**src/rtl/instr_fetch_unit_if.sv**
```systemverilog
`default_nettype none
// ============================================================================
// instr_fetch_unit_if : redirect, instruction-memory and decode-side handshakes
// Revision: 1.0
// ============================================================================
interface instr_fetch_unit_if;
  logic        redirect_valid;
  logic [31:0] redirect_pc;
  logic        imem_req;
  logic [31:0] imem_addr;
  logic        imem_gnt;
  logic        imem_rvalid;
  logic [31:0] imem_rdata;
  logic        id_valid;
  logic        id_ready;
  logic [31:0] id_instr;
  logic [31:0] id_pc;

  modport master (
    input  redirect_valid, redirect_pc, imem_gnt, imem_rvalid, imem_rdata, id_ready,
    output imem_req, imem_addr, id_valid, id_instr, id_pc
  );

  modport slave (
    output redirect_valid, redirect_pc, imem_gnt, imem_rvalid, imem_rdata, id_ready,
    input  imem_req, imem_addr, id_valid, id_instr, id_pc
  );
endinterface
`default_nettype wire

```
**src/rtl/instr_fetch_unit.sv**
```systemverilog
`default_nettype none
// ============================================================================
// instr_fetch_unit : one-outstanding imem fetcher feeding a PC-tagged FIFO
// Revision: 1.0
// ============================================================================
module instr_fetch_unit #(
  parameter int unsigned DEPTH    = 4,
  parameter logic [31:0] RESET_PC = 32'h0000_0000
) (
  input  logic               clk,
  input  logic               reset_n,
  instr_fetch_unit_if.master bus
);

  localparam int unsigned     c_aw      = $clog2(DEPTH);
  localparam logic [c_aw:0]   c_depth   = (c_aw + 1)'(DEPTH);
  localparam logic [c_aw:0]   c_cnt_one = (c_aw + 1)'(1);
  localparam logic [c_aw-1:0] c_ptr_one = c_aw'(1);

  typedef enum logic [1:0] {
    S_IDLE = 2'd0,
    S_REQ  = 2'd1,
    S_WAIT = 2'd2,
    S_DROP = 2'd3
  } state_t;

  state_t          r_state;
  state_t          w_state_nxt;
  logic [31:0]     r_fetch_pc;
  logic [31:0]     r_mem_instr [DEPTH];
  logic [31:0]     r_mem_pc    [DEPTH];
  logic [c_aw-1:0] r_wr_ptr;
  logic [c_aw-1:0] r_rd_ptr;
  logic [c_aw:0]   r_count;
  logic [c_aw:0]   w_count_nxt;
  logic            w_id_valid;
  logic            w_push;
  logic            w_pop;
  logic [31:0]     w_push_pc;

  assign w_id_valid = (r_count != '0);
  // A redirect kills both the same-cycle pop and any same-cycle push.
  assign w_push     = (r_state == S_WAIT) && bus.imem_rvalid && !bus.redirect_valid;
  assign w_pop      = w_id_valid && bus.id_ready && !bus.redirect_valid;
  // fetch_pc already advanced on grant, so the outstanding request sits one word behind.
  assign w_push_pc  = r_fetch_pc - 32'd4;

  always_comb begin
    w_count_nxt = r_count;
    if (bus.redirect_valid) begin
      w_count_nxt = '0;
    end else if (w_push && !w_pop) begin
      w_count_nxt = r_count + c_cnt_one;
    end else if (w_pop && !w_push) begin
      w_count_nxt = r_count - c_cnt_one;
    end
  end

  always_comb begin
    w_state_nxt = r_state;
    case (r_state)
      S_IDLE: begin
        if (bus.redirect_valid || (r_count < c_depth)) w_state_nxt = S_REQ;
      end
      S_REQ: begin
        if (bus.imem_gnt) w_state_nxt = bus.redirect_valid ? S_DROP : S_WAIT;
      end
      S_WAIT: begin
        if (bus.imem_rvalid) begin
          w_state_nxt = (w_count_nxt < c_depth) ? S_REQ : S_IDLE;
        end else if (bus.redirect_valid) begin
          w_state_nxt = S_DROP;
        end
      end
      S_DROP: begin
        if (bus.imem_rvalid) w_state_nxt = S_REQ;
      end
      default: w_state_nxt = S_IDLE;
    endcase
  end

  always_ff @(posedge clk) begin
    if (!reset_n) begin
      r_state     <= S_IDLE;
      r_fetch_pc  <= RESET_PC;
      r_count     <= '0;
      r_wr_ptr    <= '0;
      r_rd_ptr    <= '0;
      r_mem_instr <= '{default: '0};
      r_mem_pc    <= '{default: '0};
    end else begin
      r_state <= w_state_nxt;
      r_count <= w_count_nxt;

      if (bus.redirect_valid) begin
        r_fetch_pc <= bus.redirect_pc & 32'hFFFF_FFFC;
      end else if ((r_state == S_REQ) && bus.imem_gnt) begin
        r_fetch_pc <= r_fetch_pc + 32'd4;
      end

      if (bus.redirect_valid) begin
        r_wr_ptr <= '0;
        r_rd_ptr <= '0;
      end else begin
        if (w_push) begin
          r_mem_instr[r_wr_ptr] <= bus.imem_rdata;
          r_mem_pc[r_wr_ptr]    <= w_push_pc;
          r_wr_ptr              <= r_wr_ptr + c_ptr_one;
        end
        if (w_pop) begin
          r_rd_ptr <= r_rd_ptr + c_ptr_one;
        end
      end
    end
  end

  assign bus.imem_req  = (r_state == S_REQ);
  assign bus.imem_addr = r_fetch_pc;
  assign bus.id_valid  = w_id_valid;
  assign bus.id_instr  = r_mem_instr[r_rd_ptr];
  assign bus.id_pc     = r_mem_pc[r_rd_ptr];

  // Requests are only issued with room left, so a push can never find the FIFO full.
  a_no_overflow: assert property (@(posedge clk) disable iff (!reset_n)
    w_push |-> (r_count < c_depth));

endmodule
`default_nettype wire

```
**src/flat_wrapper.sv**
```systemverilog
// flat-port wrapper written by rule: the top's interface ports become plain ports
module instr_fetch_unit_flat 
#(
  parameter int unsigned DEPTH    = 4,
  parameter logic [31:0] RESET_PC = 32'h0000_0000
)
  (clk, reset_n, bus_redirect_valid, bus_redirect_pc, bus_imem_gnt, bus_imem_rvalid, bus_imem_rdata, bus_id_ready, bus_imem_req, bus_imem_addr, bus_id_valid, bus_id_instr, bus_id_pc);
  instr_fetch_unit_if bus_i ();
  input  logic clk;
  input  logic reset_n;
  input wire logic [$bits(bus_i.redirect_valid)-1:0] bus_redirect_valid;
  input wire logic [$bits(bus_i.redirect_pc)-1:0] bus_redirect_pc;
  input wire logic [$bits(bus_i.imem_gnt)-1:0] bus_imem_gnt;
  input wire logic [$bits(bus_i.imem_rvalid)-1:0] bus_imem_rvalid;
  input wire logic [$bits(bus_i.imem_rdata)-1:0] bus_imem_rdata;
  input wire logic [$bits(bus_i.id_ready)-1:0] bus_id_ready;
  output wire logic [$bits(bus_i.imem_req)-1:0] bus_imem_req;
  output wire logic [$bits(bus_i.imem_addr)-1:0] bus_imem_addr;
  output wire logic [$bits(bus_i.id_valid)-1:0] bus_id_valid;
  output wire logic [$bits(bus_i.id_instr)-1:0] bus_id_instr;
  output wire logic [$bits(bus_i.id_pc)-1:0] bus_id_pc;
  assign bus_i.redirect_valid = bus_redirect_valid;
  assign bus_i.redirect_pc = bus_redirect_pc;
  assign bus_i.imem_gnt = bus_imem_gnt;
  assign bus_i.imem_rvalid = bus_imem_rvalid;
  assign bus_i.imem_rdata = bus_imem_rdata;
  assign bus_i.id_ready = bus_id_ready;
  assign bus_imem_req = bus_i.imem_req;
  assign bus_imem_addr = bus_i.imem_addr;
  assign bus_id_valid = bus_i.id_valid;
  assign bus_id_instr = bus_i.id_instr;
  assign bus_id_pc = bus_i.id_pc;
  instr_fetch_unit #(.DEPTH(DEPTH), .RESET_PC(RESET_PC)) u_core (.clk(clk), .reset_n(reset_n), .bus(bus_i));
endmodule
```
**config.mk**
```make
export PLATFORM = sky130hd
export DESIGN_NAME = instr_fetch_unit_flat
export DESIGN_NICKNAME = d
export VERILOG_FILES = /design/src/rtl/instr_fetch_unit_if.sv /design/src/rtl/instr_fetch_unit.sv /design/src/flat_wrapper.sv
export SDC_FILE = /design/constraint.sdc
export NUM_CORES = 1
export LEC_CHECK = 0
export BUFFER_PORTS_ARGS = -buffer_cell sky130_fd_sc_hd__buf_2
export CAP_MARGIN = 30
export CORE_MARGIN = 2
export CORE_UTILIZATION = 55
export CTS_CLUSTER_DIAMETER = 200
export DETAILED_ROUTE_END_ITERATION = 10
export PLACE_DENSITY = 0.76
export SLEW_MARGIN = 30
export SYNTH_ARGS = -nofsm -noshare
export SYNTH_HDL_FRONTEND = slang
export SYNTH_SLANG_ARGS = --single-unit
export TNS_END_PERCENT = 10
```
**constraint.sdc**
```tcl
create_clock -name clk -period 3.6 [get_ports clk]
set_clock_uncertainty 0.15 [all_clocks]
set_input_delay 0.36 -clock clk [delete_from_list [all_inputs] [get_ports clk]]
set_output_delay 0.36 -clock clk [all_outputs]
set_load 0.02 [all_outputs]
```
==> metrics <==
status complete, no violations; die area between 20000 and 30000 um2; WL final 36450 um; dpl cell area 14010 um2; post-layout minimum cycle time 3.053 ns; detailed placer's ending HPWL ~22000 um; Post-synth EDFFs 0; Setup violations, final 0; Site Rows 56; nets 1720; antenna viol nets, final 0; Sw Share between 20% and 30%; pin count of the biggest net entering global routing 105; NetSw 1.804 mW; Skew-Pair Late Insertion Delay 0.55 ns; DRT Pass-1 Iters 5; Synth async-reset ratio 0%; IO Count 168; Pwr per Cell Area 467.1 nW/um2; Final Hold Viols 0; initial core utilization 56.00%; worst slew pin tran 0.7647 ns; Warnings, synthesis 0; via count 12.06k; gpl congestion 0.8653; RSZ-0062 raised after global routing false; max-cap violations 0; fin. max-slew vios 0; CP Max Fanout 13; WL/cell 18.43 um; Mapped Cells approximately 1.5k; first-pass GRT wire length 58130 um; CTS tree yes; combinational share of power about a tenth; Die Span X 158.4 um; Worst-path clk slew 0.06 ns; CTS buffer count 31; Seq cells post-synth 287; vias in the first global route 11.36k; Static Leak 5.584 nW; initial antenna violation count 0; Flop pwr share 45.3%; fillers about 2.0k; period utilisation layout 84.80%; fmax between 300 and 400 MHz; Sink Count around 290; worst hold path class input pin to register; Seq/Total Area, Yosys 43.84%; DRT iter0 DRCs roughly 1.1k; cts repair resizes 0; Die Y 158.4 um; WS Path Type register to register; CP Launch Type register; DRC violations left 0; Peak VDD IR 0.3284 mV; Rel. slew slack 48.55%; Hold Buf Count CTS 56; Cell Area, Synth about 13000 um2; clock power share about 45%; CP Capture Type register; Pint 5.514 mW; GR Overflow Total 0; Post-synth top flop dfxtp_1; layout cells sized above 1 a little under a fifth; Mean Syn Cell Area approximately 8.7 um2; Multi-input gate area 6738 um2; core region area 23400 um2; Netlist cell types 52; vias per cell 6.096; CP required 3.84 ns; Crit path arrival time 3.29 ns; total track usage 28.66%; P&R area growth vs syn 19.52%; Post-CTS Setup Bufs 0; H-Tree Depth 1; CTS root buffer clkbuf_16; deepest clock path buffer count 3; fin area 15670 um2; setup TNS 0 ns; Port Buf Inserts 161; FF+latch area 5753 um2; Antenna diodes 0
[final cells by class]
cell class | count | share of cell area [%]
timing repair buffer | 240 | 10.30
multi-input combinational | 1057 | 43.01
clock inverter | 10 | 0.8626
inverter | 18 | 0.4473
clock buffer | 47 | 6.102
sequential | 287 | 36.73
tap | 319 | 2.548
[state kept, by name (all words and copies together), names as in the netlist]
name / cells
u_core.r_mem_pc: 120
u_core.r_rd_ptr: 2
u_core.bus.imem_addr: 30
u_core.r_state: 2
u_core.r_wr_ptr: 2
u_core.r_mem_instr: 128
u_core.r_count: 3
[per-layer routing]
metal,track usage (%),share of wire [%],vias up,wire length (um)
li1,-,-,5695,-
met1,39.24,43,5747,15610
met2,47.54,47,538,17250
met3,3.266,7.3,77,2658
met4,9.610,2.6,0,936
met5,0,0,-,0
[synthesized netlist by cell type, types with 3 or more instances]
master,n,share of area [%]
o21ai_0,114,4.4
or3_1,16,0.76
or4_4,5,0.43
nand4_1,16,0.76
buf_2,3,0.11
inv_1,18,0.52
o311a_1,3,0.23
and4b_1,4,0.31
nor2_1,65,1.9
a21o_1,3,0.17
and4_1,8,0.53
or2_2,3,0.14
a311oi_1,3,0.20
o31ai_1,14,0.80
a21oi_1,157,6.0
nand2b_1,6,0.29
buf_1,18,0.52
mux4_2,62,11
or4_1,20,1.1
buf_6,3,0.26
buf_4,4,0.23
nand3_1,28,1.1
ha_1,15,1.4
a31oi_1,68,3.2
nand2_1,296,8.5
a32oi_1,3,0.20
nand4b_1,3,0.20
nor4_1,22,1.1
clkbuf_1,116,3.3
xnor2_1,19,1.3
a211oi_1,48,2.7
nor3_1,13,0.50
xor2_1,4,0.27
dfxtp_1,287,44
and3_1,10,0.48
o211ai_1,4,0.23
[power groups by stage]
stage | Clock, mW | Combinational (mW) | Sequential, mW
finish | 3.32 | 0.681 | 3.31
global route | 3.50 | 0.739 | 3.32
CTS | 3.35 | 0.671 | 3.31
detailed placement | 0 | 0.619 | 3.38
global placement | 0 | 0.612 | 3.38
floorplan | 0 | 0.415 | 3.36
[metrics by stage]
stage                     hold slack (ns)  util (%)  setup slack, ns  std cells  power (mW)
after floorplan                    0.2831         -           0.7031       1506       3.778
after global placement             0.2884     59.88           0.7491       1865       3.988
after detailed placement           0.2958     59.88           0.7220       1865       3.998
after CTS                        0.005687     66.94           0.6025       1978       7.330
after global routing              0.03776     66.94           0.4855       1978       7.562
final                             0.01461     66.94           0.5472       1978       7.318
[final timing paths]
path / start / to / slack (ns) / cells past startpoint
max: u_core.bus.imem_addr[2] / u_core.r_mem_pc[80] / 0.55 / 6
min: bus_redirect_pc[17] / u_core.bus.imem_addr[17] / 0.01 / 4
max reg2reg: u_core.bus.imem_addr[2] / u_core.r_mem_pc[80] / 0.55 / 6
min reg2reg: u_core.r_mem_instr[59] / u_core.r_mem_instr[59] / 0.30 / 2
[cell families (layout without fill, tap and decap cells)]
| group | count (synthesis) | after routing | share of synthesized area [%] |
|---|---|---|---|
| AO/OA/AOI/OAI | 427 | 427 | 18.87 |
| AND/OR/NAND/NOR | 525 | 525 | 18.61 |
| XOR/XNOR | 23 | 23 | 1.537 |
| adder cells (fa/ha/maj) | 15 | 15 | 1.432 |
| buffers and inverters | 162 | 315 | 4.955 |
| multiplexers | 63 | 63 | 10.73 |
| flip-flops | 287 | 287 | 43.84 |
| other | 1 | 4 | 0.02861 |
[cells in the final DEF, fill, tap and decap left out, types with 5 or more instances in the layout]
cell type and instances:
dlygate4sd3_1 56, nand3_1 28, or4_1 20, nor3_1 13, nor2_1 65, xnor2_1 19, dfxtp_1 285, buf_12 6
nor4_1 22, buf_4 17, nand2_1 296, or3_1 16, and4_1 8, nand4_1 16, inv_1 17, clkbuf_16 31
clkinv_2 5, ha_1 15, a31oi_1 68, nand2b_1 6, clkbuf_8 12, buf_2 161, o21ai_0 114, mux4_2 62
a211oi_1 48, o31ai_1 14, a21oi_1 157, and3_1 10, or4_4 5
[worst max-delay path, stage by stage (launching register included)]
cell and delay [ns]:
dfxtp_1 0.44, inv_1 0.16, ha_1 0.21, or4b_1 0.62, or4_1 0.62, o21ai_0 0.53, a31oi_1 0.18
No activity file was read; power rests on OpenSTA's default activity.
